### src/rtl/dynamic_output_arbiter_if.sv
// Link bundle between the router input queues, one output scheduler and its downstream port.
// Handshake: the arbiter pops queue i by asserting grant[i] in the same cycle req_valid[i] is high;
// downstream consumes every cycle validOut is high and returns one yummyIn pulse per freed buffer slot.
interface dynamic_output_arbiter_if #(
    parameter int NUM_IN     = 5,
    parameter int DATA_WIDTH = 64,
    parameter int CW         = 3
);
    logic [NUM_IN-1:0]            req_valid;
    logic [NUM_IN*DATA_WIDTH-1:0] req_data;
    logic [NUM_IN-1:0]            grant;
    logic [DATA_WIDTH-1:0]        dataOut;
    logic                         validOut;
    logic                         yummyIn;
    logic                         busy;
    logic [CW-1:0]                credit_cnt;
    logic                         credit_err;

    modport master (
        input  req_valid, req_data, yummyIn,
        output grant, dataOut, validOut, busy, credit_cnt, credit_err
    );

    modport slave (
        output req_valid, req_data, yummyIn,
        input  grant, dataOut, validOut, busy, credit_cnt, credit_err
    );
endinterface

### src/rtl/dynamic_output_arbiter.sv
// Output-port scheduler: packet-level round-robin with wormhole locking and
// valid/yummy credit flow control onto a single registered output link.
module dynamic_output_arbiter #(
    parameter int NUM_IN     = 5,
    parameter int DATA_WIDTH = 64,
    parameter int CREDITS    = 4,
    parameter int LEN_MSB    = 29,
    parameter int LEN_LSB    = 22,
    parameter int CW         = 3
) (
    input  logic                       clk,
    input  logic                       rst_n,
    dynamic_output_arbiter_if.master   link,
    output logic                       stateDbg
);
    localparam int IW    = (NUM_IN > 1) ? $clog2(NUM_IN) : 1;
    localparam int LEN_W = LEN_MSB - LEN_LSB + 1;

    typedef enum logic {IDLE = 1'b0, BODY = 1'b1} state_t;

    state_t                state;
    state_t                stateNext;
    logic [IW-1:0]         lastWinner;
    logic [IW-1:0]         lockIdx;
    logic [IW-1:0]         winIdx;
    logic [IW-1:0]         srcIdx;
    logic                  winFound;
    logic [LEN_W-1:0]      remaining;
    logic [LEN_W-1:0]      hdrLen;
    logic [DATA_WIDTH-1:0] srcData;
    logic [NUM_IN-1:0]     grantVec;
    logic                  anyGrant;
    logic                  sendOk;
    logic [CW-1:0]         creditCnt;
    logic                  creditErr;
    logic [DATA_WIDTH-1:0] dataReg;
    logic                  validReg;

    assign sendOk = (creditCnt != '0);

    // Rotating priority: first requester strictly after the previous packet's winner.
    always_comb begin
        int cand;
        logic [IW-1:0] candIdx;
        cand     = 0;
        candIdx  = '0;
        winFound = 1'b0;
        winIdx   = '0;
        for (int k = 1; k <= NUM_IN; k++) begin
            cand = int'(lastWinner) + k;
            if (cand >= NUM_IN) cand = cand - NUM_IN;
            candIdx = IW'(cand);
            if (!winFound && link.req_valid[candIdx]) begin
                winFound = 1'b1;
                winIdx   = candIdx;
            end
        end
    end

    // State register
    always_ff @(posedge clk or negedge rst_n) begin
        if (!rst_n) state <= IDLE;
        else        state <= stateNext;
    end

    // Next-state logic
    always_comb begin
        stateNext = state;
        case (state)
            IDLE: if (anyGrant && hdrLen != '0)              stateNext = BODY;
            BODY: if (anyGrant && remaining == LEN_W'(1))    stateNext = IDLE;
            default:                                         stateNext = IDLE;
        endcase
    end

    // Output logic: grant is gated by reset so nothing is popped while it is held.
    always_comb begin
        grantVec = '0;
        srcIdx   = (state == BODY) ? lockIdx : winIdx;
        if (rst_n && sendOk) begin
            if (state == IDLE) begin
                if (winFound) grantVec[winIdx] = 1'b1;
            end else if (link.req_valid[lockIdx]) begin
                grantVec[lockIdx] = 1'b1;
            end
        end
    end

    assign anyGrant = |grantVec;
    assign srcData  = link.req_data[srcIdx*DATA_WIDTH +: DATA_WIDTH];
    assign hdrLen   = srcData[LEN_MSB:LEN_LSB];

    always_ff @(posedge clk or negedge rst_n) begin
        if (!rst_n) begin
            lastWinner <= IW'(NUM_IN - 1);
            lockIdx    <= '0;
            remaining  <= '0;
            dataReg    <= '0;
            validReg   <= 1'b0;
        end else begin
            validReg <= anyGrant;
            if (anyGrant) begin
                dataReg <= srcData;
                if (state == IDLE) begin
                    if (hdrLen == '0) begin
                        lastWinner <= winIdx;
                    end else begin
                        lockIdx   <= winIdx;
                        remaining <= hdrLen;
                    end
                end else begin
                    remaining <= remaining - 1'b1;
                    if (remaining == LEN_W'(1)) lastWinner <= lockIdx;
                end
            end
        end
    end

    // Credits: a send and a returned credit in the same cycle cancel out.
    always_ff @(posedge clk or negedge rst_n) begin
        if (!rst_n) begin
            creditCnt <= CW'(CREDITS);
            creditErr <= 1'b0;
        end else if (link.yummyIn && !anyGrant && creditCnt == CW'(CREDITS)) begin
            creditErr <= 1'b1;
        end else if (anyGrant && !link.yummyIn) begin
            creditCnt <= creditCnt - 1'b1;
        end else if (!anyGrant && link.yummyIn) begin
            creditCnt <= creditCnt + 1'b1;
        end
    end

    assign link.grant      = grantVec;
    assign link.dataOut    = dataReg;
    assign link.validOut   = validReg;
    assign link.busy       = (state == BODY);
    assign link.credit_cnt = creditCnt;
    assign link.credit_err = creditErr;
    assign stateDbg        = (state == BODY);
endmodule

### src/flat_wrapper.sv
// flat-port wrapper written by rule: the top's interface ports become plain ports
module dynamic_output_arbiter_flat 
#(
    parameter int NUM_IN     = 5,
    parameter int DATA_WIDTH = 64,
    parameter int CREDITS    = 4,
    parameter int LEN_MSB    = 29,
    parameter int LEN_LSB    = 22,
    parameter int CW         = 3
)
  (clk, rst_n, stateDbg, link_req_valid, link_req_data, link_yummyIn, link_grant, link_dataOut, link_validOut, link_busy, link_credit_cnt, link_credit_err);
  dynamic_output_arbiter_if #(.NUM_IN(NUM_IN), .DATA_WIDTH(DATA_WIDTH), .CW(CW)) link_i ();
  input  logic clk;
  input  logic rst_n;
  output logic stateDbg;
  input wire logic [$bits(link_i.req_valid)-1:0] link_req_valid;
  input wire logic [$bits(link_i.req_data)-1:0] link_req_data;
  input wire logic [$bits(link_i.yummyIn)-1:0] link_yummyIn;
  output wire logic [$bits(link_i.grant)-1:0] link_grant;
  output wire logic [$bits(link_i.dataOut)-1:0] link_dataOut;
  output wire logic [$bits(link_i.validOut)-1:0] link_validOut;
  output wire logic [$bits(link_i.busy)-1:0] link_busy;
  output wire logic [$bits(link_i.credit_cnt)-1:0] link_credit_cnt;
  output wire logic [$bits(link_i.credit_err)-1:0] link_credit_err;
  assign link_i.req_valid = link_req_valid;
  assign link_i.req_data = link_req_data;
  assign link_i.yummyIn = link_yummyIn;
  assign link_grant = link_i.grant;
  assign link_dataOut = link_i.dataOut;
  assign link_validOut = link_i.validOut;
  assign link_busy = link_i.busy;
  assign link_credit_cnt = link_i.credit_cnt;
  assign link_credit_err = link_i.credit_err;
  dynamic_output_arbiter #(.NUM_IN(NUM_IN), .DATA_WIDTH(DATA_WIDTH), .CREDITS(CREDITS), .LEN_MSB(LEN_MSB), .LEN_LSB(LEN_LSB), .CW(CW)) u_core (.clk(clk), .rst_n(rst_n), .link(link_i), .stateDbg(stateDbg));
endmodule
### config.mk
export PLATFORM = sky130hd
export DESIGN_NAME = dynamic_output_arbiter_flat
export DESIGN_NICKNAME = d
export VERILOG_FILES = /design/src/rtl/dynamic_output_arbiter_if.sv /design/src/rtl/dynamic_output_arbiter.sv /design/src/flat_wrapper.sv
export SDC_FILE = /design/constraint.sdc
export NUM_CORES = 1
export LEC_CHECK = 0
export ABC_AREA = 1
export CORE_AREA = 2 2 159 161
export DETAILED_ROUTE_END_ITERATION = 16
export DIE_AREA = 0 0 161 163
export GPL_TIMING_DRIVEN = 0
export HOLD_SLACK_MARGIN = 0.02
export PLACE_DENSITY = 0.74
export REMOVE_ABC_BUFFERS = 1
export SETUP_SLACK_MARGIN = 0.5
export SYNTH_ARGS = -nofsm -noshare
export SYNTH_HDL_FRONTEND = slang
export SYNTH_SLANG_ARGS = --single-unit
### constraint.sdc
create_clock -name clk -period 3.7 [get_ports clk]
set_input_delay 0.37 -clock clk [delete_from_list [all_inputs] [get_ports clk]]
set_output_delay 0.37 -clock clk [all_outputs]
set_load 0.01 [all_outputs]
==> results_dict.tcl <==
set metrics [dict create \
    die_h_um 163 \
    clock_skew_ns 0.0112 \
    yosysMostFrequentCell "nor2_1" \
    vdd_drop_max_uv 1340 \
    avgRoutedWirePerCell_um 23.7 \
    cts_buffer_depth 2 \
    finalSetupViolCount 82 \
    synth_common_cells "196 x nor2_1, 177 x nand2_1, 122 x o21ai_0" \
    critPathBufInv 3 \
    rsz0062_at_grt "true" \
    core-area_sq_um 24700 \
    leakagePower_nw 5.61 \
    ys_types 47 \
    path_delay_family "simple AND/OR/NAND/NOR gates" \
    multi_input_area_sq_um 5350 \
    r2r_end "u_core.lockIdx[1]" \
    async_flop_share_pct 100 \
    avgViaCountPerCell 5.68 \
    cp_max_fo 8 \
    netlist_instances 1105 \
    r2r_start "u_core.lastWinner[1]" \
    crit_required_ns 3.94 \
    rr_worst_depth 26 \
    stdcell_count 1877 \
    finalHoldViolCount 0 \
    post-route-util_pct 56.0 \
    regArea_sq_um 2110 \
    ys_seq_area_share_pct 28.8 \
    path_clk_slew_ns 0.07 \
    holdWs_ns 0.0410 \
    max_freq_mhz 245 \
    timing.slew.headroom_pct 30.3 \
    period_share_pct 110 \
    gr-usage-met1_pct 34.8 \
    top_usage_layer "met2" \
    synth_seq_cells 84 \
    syn2layout_area_growth_pct 88.9 \
    ys_top_cells_by_area "dfrtp_1 28%, nor2_1 10%, nand2_1 9.1%" \
    nets 1871 \
    root_buffer "clkbuf_16" \
    status "complete, but fails checks" \
    start_util_pct 29.6 \
    tightestPinTransition_ns 1.04 \
    ys.flop_type "dfrtp_1" \
    drtPass1Iterations 5 \
    dp_hpwl_um 23900 \
    die_w_um 161 \
    port_buffers 403 \
    place_inst 1754 \
    critPathArrivalTime_ns 4.31 \
    worstSetupEndpointType "flip-flop" \
    grt_max_degree 85 \
    synth.avg_cell_area_sq_um 6.62 \
    min_path_type "input port to async pin" \
    yosys_warnings 0 \
    drc_errors 0 \
    overflow 0 \
    gp_congestion 0.922 \
    synth_top_area_cell "dfrtp_1" \
    grt_use_met2_pct 48.2 \
    fillers 2286 \
    grt_pass1_wl_um 58400 \
    numCtsBuffers 9 \
    ant_nets 0 \
    clk_latency_ns 0.35 \
    htreeDepth 3 \
    netlist_area_sq_um 7310 \
    violations "negative setup slack" \
    die_area_sq_um 26200 \
    cpPeakStageDelay_ns 0.45 \
    crit_top_cell "nand2_4" \
    boundaryPins 404 \
    final.setup.worst_slack_ns -0.378 \
    r2r_setup_slack_ns -0.38 \
    grt_pass1_vias 9929 \
    cp-start-kind "flip-flop" \
    powerDensity_nw_per_um2 1270 \
    cts_tree "built" \
    dr_total_vias 10659 \
    antenna_found_initial 12 \
    slowest_stage "dfrtp_2" \
    drt-total-wl_um 44500 \
    drive_above_1_share_pct 18.2 \
    rows 58 \
    min_period_ns 4.08 \
    synth_edf_count 0 \
    path_class "flip-flop to flip-flop" \
    drt_iter0_markers 1053 \
    crit_cells 26 \
    grt_usage_pct 29.4 \
    drv_cap 0 \
    grt_use_met3_pct 9.01 \
    report.final.slew_viol_count 0 \
    cts_sinks 84 \
    synth_top_cell_area_share_pct 28.1 \
]
## cell usage in the layout (no fill, tap or decap), types with 52 or more instances in the layout
cell / count
buf_4: 52
nand3_1: 61
a31oi_1: 60
o22ai_1: 54
clkdlybuf4s50_1: 397
nor2_1: 188
nand4_1: 77
dfrtp_1: 80
nand2_1: 153
o21ai_0: 92
## report_power, final
group / switching (mW) / leakage, nW / internal [mW]
clock: 0.425 / 0.152 / 0.614
combinational: 8.82 / 4.49 / 5.82
sequential: 0.371 / 0.965 / 1.47
total: 9.62 / 5.61 / 7.90
## how the worst max path moves through the flow
stage / end / slack (ns) / startpoint
CTS: u_core.remaining[0] / -0.19 / u_core.lastWinner[0]
finish: u_core.lockIdx[1] / -0.38 / u_core.lastWinner[1]
global route: u_core.lockIdx[1] / -0.58 / u_core.lastWinner[1]
global placement: u_core.remaining[2] / -5.95 / u_core.link.busy
detailed placement: u_core.lastWinner[1] / -2.14 / u_core.lastWinner[0]
floorplan: u_core.remaining[0] / -2.43 / u_core.lastWinner[0]
## flip-flops by register name (all words and copies together) (netlist names)
name                    cells
u_core.link.validOut        1
u_core.link.credit_err      1
u_core.link.busy            1
u_core.lastWinner           3
u_core.link.credit_cnt      3
u_core.link.dataOut        64
u_core.remaining            8
u_core.lockIdx              3
## layout make-up
type / count / area share, %
well taps: 330 / 2.99
clock buffers: 11 / 1.76
inverters: 50 / 1.98
flip-flops and latches: 84 / 15.3
diodes: 12 / 0.217
multi-input cells: 889 / 38.7
clock inverters: 5 / 0.607
repair buffers: 493 / 38.3
repair inverters: 3 / 0.190
## worst reg2reg max path, cell delays in order (launching register included)
cell	delay, ns
dfrtp_2	0.45
clkinvlp_4	0.22
ha_4	0.34
nand2_4	0.08
nand2_8	0.10
nand2_4	0.07
nand2_4	0.09
nand2_1	0.07
nand3_2	0.08
nand2_2	0.09
a21oi_4	0.24
nand3_2	0.17
nor2_4	0.16
nand4_1	0.15
nand3_4	0.18
nand2_8	0.09
nand2_8	0.22
clkinv_16	0.12
nand4_1	0.19
nand2_4	0.09
nor2_4	0.16
nand2_4	0.09
nor2_4	0.19
buf_4	0.16
nor2_4	0.04
nand3_1	0.10
nand2_1	0.06
## repair_timing
item / 4_1_cts / 5_1_grt
hold buffers: 0 / 0
pin swaps: 28 / 48
buffers inserted: 42 / 21
cloned: 19 / 13
endpoints found under the setup margin: 89 / 89
resized for setup: 87 / 138
## per-stage QoR
| step | setup WS, ns | setup TNS [ns] | power (mW) | cell area [sq um] |
|---|---|---|---|---|
| after global placement | -5.95 | -542.81 | 10.4 | 11300 |
| final | -0.378 | -18.03 | 17.5 | 13800 |
| after CTS | -0.190 | -6.38 | 15.0 | 12800 |
| after floorplan | -2.43 | -158.64 | 7.93 | 6850 |
| after global routing | -0.582 | -33.39 | 18.5 | 13800 |
| after detailed placement | -2.14 | -145.02 | 11.3 | 11500 |
## cells by family (layout without fill, tap and decap cells)
| group | count (synthesis) | after routing | synth area share (%) |
|---|---|---|---|
| compound gates | 279 | 279 | 21.9 |
| simple gates | 584 | 593 | 37.5 |
| other cells | 0 | 12 | 0 |
| flops | 84 | 84 | 28.8 |
| fa+ha+maj | 13 | 13 | 2.43 |
| buf+inv | 141 | 562 | 8.90 |
| xor+xnor | 4 | 4 | 0.479 |
## layer usage
layer  share of wire (%)  vias to the layer above
met5               0.029                        -
met4                 4.8                        2
met3                  11                      132
met2                  47                      713
met1                  38                     5038
li1                    -                     4774
No activity file was read; power rests on OpenSTA's default activity.
